File: src/rtl/instr_encoder.sv
// Streaming RV32I instruction encoder: packs decoded fields into 32-bit words tagged with byte addresses.
// Define INSTR_ENC_CHECK_EN to compile in immediate-range and opcode-legality checks on out_err.
module instr_encoder #(
    parameter int unsigned       ADDR_W     = 32,
    parameter logic [ADDR_W-1:0] START_ADDR = '0
) (
    input  logic              clk,
    input  logic              rst_n,
    input  logic              addr_clr,
    input  logic              in_valid,
    output logic              in_ready,
    input  logic [2:0]        in_fmt,
    input  logic [6:0]        in_opcode,
    input  logic [2:0]        in_funct3,
    input  logic [6:0]        in_funct7,
    input  logic [4:0]        in_rd,
    input  logic [4:0]        in_rs1,
    input  logic [4:0]        in_rs2,
    input  logic [31:0]       in_imm,
    output logic              out_valid,
    input  logic              out_ready,
    output logic [31:0]       out_instr,
    output logic [ADDR_W-1:0] out_addr,
    output logic              out_err
);

    localparam logic [2:0]  FMT_R = 3'd0;
    localparam logic [2:0]  FMT_I = 3'd1;
    localparam logic [2:0]  FMT_S = 3'd2;
    localparam logic [2:0]  FMT_B = 3'd3;
    localparam logic [2:0]  FMT_U = 3'd4;
    localparam logic [2:0]  FMT_J = 3'd5;
    localparam logic [31:0] NOP   = 32'h0000_0013;

    typedef enum logic [1:0] {EMPTY, ONE, TWO} state_t;

    typedef struct packed {
        logic [31:0]       instr;
        logic [ADDR_W-1:0] addr;
        logic              err;
    } word_t;

    localparam word_t RST_WORD = '{instr: 32'h0, addr: START_ADDR, err: 1'b0};

    state_t            state, state_nxt;
    word_t             out_q, skid_q, new_word;
    logic [ADDR_W-1:0] addr_cnt, addr_cur;
    logic              in_ready_q, out_valid_q;
    logic              in_hs, out_hs;
    logic              load_out, load_skid, skid_to_out;
    logic [31:0]       enc_instr;
    logic              enc_err;
    logic              chk_err;

    assign in_ready  = in_ready_q;
    assign out_valid = out_valid_q;
    assign out_instr = out_q.instr;
    assign out_addr  = out_q.addr;
    assign out_err   = out_q.err;

    assign in_hs  = in_valid & in_ready_q;
    assign out_hs = out_valid_q & out_ready;

    // Field packing; immediates are truncated to whatever bits the format carries.
    always_comb begin
        enc_instr = NOP;
        enc_err   = 1'b0;
        case (in_fmt)
            FMT_R: enc_instr = {in_funct7, in_rs2, in_rs1, in_funct3, in_rd, in_opcode};
            FMT_I: enc_instr = {in_imm[11:0], in_rs1, in_funct3, in_rd, in_opcode};
            FMT_S: enc_instr = {in_imm[11:5], in_rs2, in_rs1, in_funct3, in_imm[4:0], in_opcode};
            FMT_B: enc_instr = {in_imm[12], in_imm[10:5], in_rs2, in_rs1, in_funct3,
                                in_imm[4:1], in_imm[11], in_opcode};
            FMT_U: enc_instr = {in_imm[31:12], in_rd, in_opcode};
            FMT_J: enc_instr = {in_imm[20], in_imm[10:1], in_imm[11], in_imm[19:12],
                                in_rd, in_opcode};
            default: begin
                enc_instr = NOP;
                enc_err   = 1'b1;
            end
        endcase
        if (chk_err)
            enc_err = 1'b1;
    end

`ifdef INSTR_ENC_CHECK_EN
    logic signed [31:0] imm_s;
    assign imm_s = $signed(in_imm);

    always_comb begin
        chk_err = 1'b0;
        case (in_fmt)
            FMT_R: chk_err = (in_opcode != 7'b0110011);
            FMT_I: chk_err = (imm_s < -32'sd2048) || (imm_s > 32'sd2047) ||
                             !(in_opcode inside {7'b0000011, 7'b0010011, 7'b1100111});
            FMT_S: chk_err = (imm_s < -32'sd2048) || (imm_s > 32'sd2047) ||
                             (in_opcode != 7'b0100011);
            FMT_B: chk_err = (imm_s < -32'sd4096) || (imm_s > 32'sd4094) || in_imm[0] ||
                             (in_opcode != 7'b1100011);
            FMT_U: chk_err = (in_imm[11:0] != 12'h0) ||
                             !(in_opcode inside {7'b0110111, 7'b0010111});
            FMT_J: chk_err = (imm_s < -32'sd1048576) || (imm_s > 32'sd1048574) || in_imm[0] ||
                             (in_opcode != 7'b1101111);
            default: chk_err = 1'b0;
        endcase
    end
`else
    assign chk_err = 1'b0;
`endif

    // A clear in the same cycle as a handshake tags this word with START_ADDR.
    assign addr_cur = addr_clr ? START_ADDR : addr_cnt;
    assign new_word = '{instr: enc_instr, addr: addr_cur, err: enc_err};

    always_ff @(posedge clk or negedge rst_n) begin
        if (!rst_n)
            state <= EMPTY;
        else
            state <= state_nxt;
    end

    always_comb begin
        state_nxt   = state;
        load_out    = 1'b0;
        load_skid   = 1'b0;
        skid_to_out = 1'b0;
        case (state)
            EMPTY: begin
                if (in_hs) begin
                    state_nxt = ONE;
                    load_out  = 1'b1;
                end
            end
            ONE: begin
                if (in_hs && out_hs) begin
                    load_out = 1'b1;
                end else if (in_hs) begin
                    state_nxt = TWO;
                    load_skid = 1'b1;
                end else if (out_hs) begin
                    state_nxt = EMPTY;
                end
            end
            TWO: begin
                if (out_hs) begin
                    state_nxt   = ONE;
                    skid_to_out = 1'b1;
                end
            end
            default: state_nxt = EMPTY;
        endcase
    end

    // Handshake flags come from the next state so neither is combinational on out_ready.
    always_ff @(posedge clk or negedge rst_n) begin
        if (!rst_n) begin
            in_ready_q  <= 1'b1;
            out_valid_q <= 1'b0;
        end else begin
            in_ready_q  <= (state_nxt != TWO);
            out_valid_q <= (state_nxt != EMPTY);
        end
    end

    always_ff @(posedge clk or negedge rst_n) begin
        if (!rst_n) begin
            out_q  <= RST_WORD;
            skid_q <= RST_WORD;
        end else begin
            if (load_out)
                out_q <= new_word;
            else if (skid_to_out)
                out_q <= skid_q;
            if (load_skid)
                skid_q <= new_word;
        end
    end

    always_ff @(posedge clk or negedge rst_n) begin
        if (!rst_n)
            addr_cnt <= START_ADDR;
        else if (in_hs)
            addr_cnt <= addr_cur + ADDR_W'(4);
        else if (addr_clr)
            addr_cnt <= START_ADDR;
    end

endmodule

File: config.mk
export PLATFORM = sky130hd
export DESIGN_NAME = instr_encoder
export DESIGN_NICKNAME = d
export VERILOG_FILES = /design/src/rtl/instr_encoder.sv
export SDC_FILE = /design/constraint.sdc
export NUM_CORES = 1
export LEC_CHECK = 0
export ABC_AREA = 1
export CAP_MARGIN = 20
export CELL_PAD_IN_SITES_DETAIL_PLACEMENT = 1
export CELL_PAD_IN_SITES_GLOBAL_PLACEMENT = 1
export CORE_AREA = 4 4 157 197
export CTS_CLUSTER_SIZE = 30
export DETAILED_ROUTE_END_ITERATION = 10
export DIE_AREA = 0 0 161 201
export DONT_BUFFER_PORTS = 1
export PLACE_DENSITY = 0.59
export SYNTH_ARGS = -nofsm -noshare
export SYNTH_HDL_FRONTEND = slang
export SYNTH_SLANG_ARGS = --single-unit
File: constraint.sdc
create_clock -name clk -period 2.9 [get_ports clk]
set_input_delay 0.58 -clock clk [delete_from_list [all_inputs] [get_ports clk]]
set_output_delay 0.58 -clock clk [all_outputs]
set_load 0.005 [all_outputs]
Word-level counts from Yosys, hierarchy flattened:

Index checks and enable logic that the tools add are counted.

* bits of input ports: 72
* register bits after elaboration: 166
* output and inout bits: 67
* logic and storage cells: 46

* $add $sub $neg: 1
* multiplexer cells: 19
* bitwise operators: 2
* equality and inequality tests: 8
* reductions and logical operators: 6

Operators by type and width (count)
* one-hot mux 32 bit (6 select lines): 1
* two-way mux 65 bit: 2
* two-way mux 32 bit: 2
* adder 32 x 3 -> 32 bit (second input constant): 1
* two-way mux 2 bit: 5
* two-way mux 1 bit: 7
* == test 3 x 2 -> 1 bit (second input constant): 2
* == test 3 bit (second input constant): 2
* one-hot mux 2 bit (3 select lines): 1
* OR reduction 6 bit: 1
* nonzero test 2 bit: 2
* == test 3 x 1 -> 1 bit (second input constant): 1
* zero test 3 bit: 1
* bitwise AND 1 bit: 2
* == test 2 x 1 -> 1 bit (second input constant): 1
* == test 2 bit (second input constant): 1
* zero test 2 bit: 1
* inequality test 2 bit (second input constant): 1
* one-hot mux 1 bit (2 select lines): 1
* logical AND 1 bit: 1

Logic depth before layout (Yosys ltp):

* word-level depth: 6
* depth in mapped cells: 14
* mapped depth without buffers: 12

Worst setup path before layout:

Ideal clock, no wire load.

* path type: input to register
* start point: input port addr_clr
* end point: register addr_cnt[16]
* setup slack: 665 ps
* path buffers: 2
* arrival time: 2117 ps
* library setup time: 118 ps
* data required time: 2782 ps
* stages on the path: 13
* path through: inv_4 > buf_4 > buf_2 > nand2_1 > inv_1 > ha_1 > nand3_1 > nor2_2 > nand2_1 > nor2_1 > nand2_1 > xnor2_1 > inv_1

* longest elaborated chain between the ends: 3

Ends and longest elaborated chain
* start: declaration: RTL line 9 `input logic addr_clr,`
* two-way mux 32 bit
* via addr_cur[2]: RTL line 47 `logic [ADDR_W-1:0] addr_cnt, addr_cur;`
* adder 32 x 3 -> 32 bit: RTL line 183 `addr_cnt <= addr_cur + ADDR_W'(4);`
* two-way mux 32 bit: RTL line 182 `else if (in_hs)`
* end signal: assignment: RTL line 183
* end: declaration: RTL line 47

The timed path passes the listed nets, and every way through them passes these cells.
A chain may end at the register's enable or synchronous reset.

Worst setup path after layout:

* start point: register addr_cnt[3]
* end point: register addr_cnt[22]

* longest elaborated chain between the ends: 3

Ends and longest elaborated chain (RTL line)
* two-way mux 32 bit
* via addr_cur[3]: 47
* adder 32 x 3 -> 32 bit: 183
* two-way mux 32 bit: 182

The timed path passes the listed nets, and every way through them passes these cells.

==> metrics.cfg <==
[clock_network]
root_buffer=clkbuf_16
clk_pin_slew_worst_paths_ns=0.07
htreeDepth=4
clk_latency_ns=0.44
cts_tree=built
clock_path_buffers=2
cts_resized=0
cts_setup_buffers=0
numCtsBuffers=17
cts_sinks=166

[sta]
setup_viol=0
fin_crit_sh_pct=70.5
maxSlewViolCount=0
fmax_mhz=489
period_needed_ns=2.05
slew_headroom_pct=62.3
hold_viol_final=165
tightest_slew_ns=0.563
whs_ns=-0.159
tns_ns=0
skew_ns=0.0137
rsz0062_at_grt=false

[status]
violations=negative hold slack
status=finished with violations

[worst_setup_path]
r2r_end=addr_cnt[22]$_DFF_PN0_
worst_ep_arrival_time_ns=2.36
cp-start-kind=flop
required_ns=3.21
end_kind=flop
startpoint=addr_cnt[3]$_DFF_PN0_
critical_path.reg2reg.startpoint=addr_cnt[3]$_DFF_PN0_
crit_end=addr_cnt[22]$_DFF_PN0_
reg2reg_slack_ns=0.85
reg2regPathDepth=9
crit_type=flop to flop
cp_max_fo=4

[grt]
grt_pass1_vias=6934
grt_pass1_wl_mm=38.8
grt.total_usage_pct=15.0
grt_max_degree=167
antenna_found_initial=0
grt-ovfl-total=0

[synth]
synth_top_area_cell=dfrtp_1
synth-edff-count=0
synth_seq_area_share_pct=51.8
synth.area.top_cells=dfrtp_1, nand2_1, nand3_1
syn_nets=1054
synth_ff_type=dfrtp_1
synth-compound-area-share_pct=11.0
synth-xor-area-share_pct=1.85
synth_top_area_share_pct=51.4
yosys.cell_count.top_type=nand2_1
avgSynthCellArea_um2=8.18
synth-seq-cells=166
synth_fa_ha_area_share_pct=0.156
yosys.area_share.simple_pct=27.4
synth.area.mux_share_pct=0
synth_common_cells=nand2_1, dfrtp_1, nand3_1, inv_1, o21ai_0
syn_inst=981
synth_top_family_by_area=simple AND/OR/NAND/NOR gates
ys_async_sr_fraction_pct=100
syn_area_um2=8030
ys_warn_count=0
yosysUniqueCellTypes=34

[die]
initial_core_util_pct=27.6
die_h_um=201
coreArea_um2=29100
ios=139
rows=70
dieArea_um2=32400
die_w_um=161

[route]
drcViolationCount=0
wire_per_inst_um=17.0
ant_nets=0
firstDrtPassIters=4
vias=6489
drt-initial-drc-count=224
routed_via_density=4.73
wirelength_mm=23.3

[final_layout]
fin_util_pct=31.1
regArea_um2=4160
area_growth_syn_to_layout_pct=12.6
fillerInstances=3544
fin_cells=1372
multi_input_area_um2=3270
drive_gt1_share_pct=8.20
nNetsFinal=1036
antenna_cells=0

[placement]
dp.cells=1340
gp_congestion=0.792
dp_hpwl_mm=16.2
io_buffers=0

[power_and_ir_drop]
ir_worst_vdd_mv=0.470
p_leak_nw=4.01
powerDensity_nw_per_um2=761

[flow_run]
maxCapViolCount=0

[min_path]
hp-class=input port to async pin

## layout by cell type, fill, tap and decap left out, drive strengths merged, types with 12 or more instances in the layout
| cell | count |
|---|---|
| clkbuf | 20 |
| o211ai | 67 |
| xor2 | 12 |
| o21ai | 73 |
| nand3 | 149 |
| buf | 15 |
| inv | 108 |
| nor2 | 66 |
| dfrtp | 165 |
| nand2 | 258 |
## routing by layer
layer | part of all wire, % | GRT usage [%]
met1 | 44 | 18.5
met2 | 51 | 26.3
met4 | 0.89 | 3.29
met3 | 5.0 | 3.90
met5 | 0 | 0
## stage by stage
step | hold WS (ns) | setup slack [ns] | cell area (um^2) | power [mW]
floorplan | 0.284 | 0.665 | 8030 | 4.19
global placement | 0.291 | 0.679 | 8480 | 4.78
detailed placement | 0.289 | 0.575 | 8490 | 4.83
CTS | -0.190 | 0.814 | 9040 | 7.06
global route | -0.189 | 0.669 | 9040 | 7.40
finish | -0.159 | 0.854 | 9040 | 6.88
## worst min-delay path by stage
stage | start | end | cells past startpoint
floorplan | rst_n | addr_cnt[0]$_DFF_PN0_ | 0
global placement | rst_n | out_addr[11]$_DFFE_PN0P_ | 0
detailed placement | rst_n | out_addr[9]$_DFFE_PN0P_ | 0
CTS | rst_n | addr_cnt[24]$_DFF_PN0_ | 0
global route | rst_n | out_addr[11]$_DFFE_PN0P_ | 0
finish | rst_n | out_addr[11]$_DFFE_PN0P_ | 0
## kinds of logic (layout without fill, tap and decap cells)
group           count (synthesis)  after routing
xor+xnor                       17             17
fa+ha+maj                       1              1
simple gates                  494            494
buf+inv                       160            155
flops                         166            166
compound gates                143            143
## where the power goes
| group | switching, mW | internal, mW |
|---|---|---|
| registers | 0.328 | 2.82 |
| logic | 1.07 | 0.485 |
| clock network | 1.02 | 1.15 |
## worst max-delay path: stages (launching register included)
cell and delay [ns]:
dfrtp_1 0.37, inv_1 0.05, nor2_1 0.28, ha_1 0.25, nand3_1 0.15, nor2_2 0.24, nand3b_2 0.16, nor2_2 0.21
nand2_1 0.10, xnor2_1 0.13
## flip-flops by register name, summed over array words and instances (netlist names)
register   flops
skid_q        65
addr_cnt      32
out_addr      32
out_instr     32
state          2
in_ready       1
out_err        1
out_valid      1
## cell type report
type | instances | area share (%)
clock inverters | 12 | 1.07
well taps | 396 | 5.48
repair buffers | 15 | 1.77
inverters | 108 | 4.51
multi-input cells | 655 | 36.1
flip-flops and latches | 166 | 46.0
clock buffers | 20 | 5.05
(Power assumes the default switching activity.)
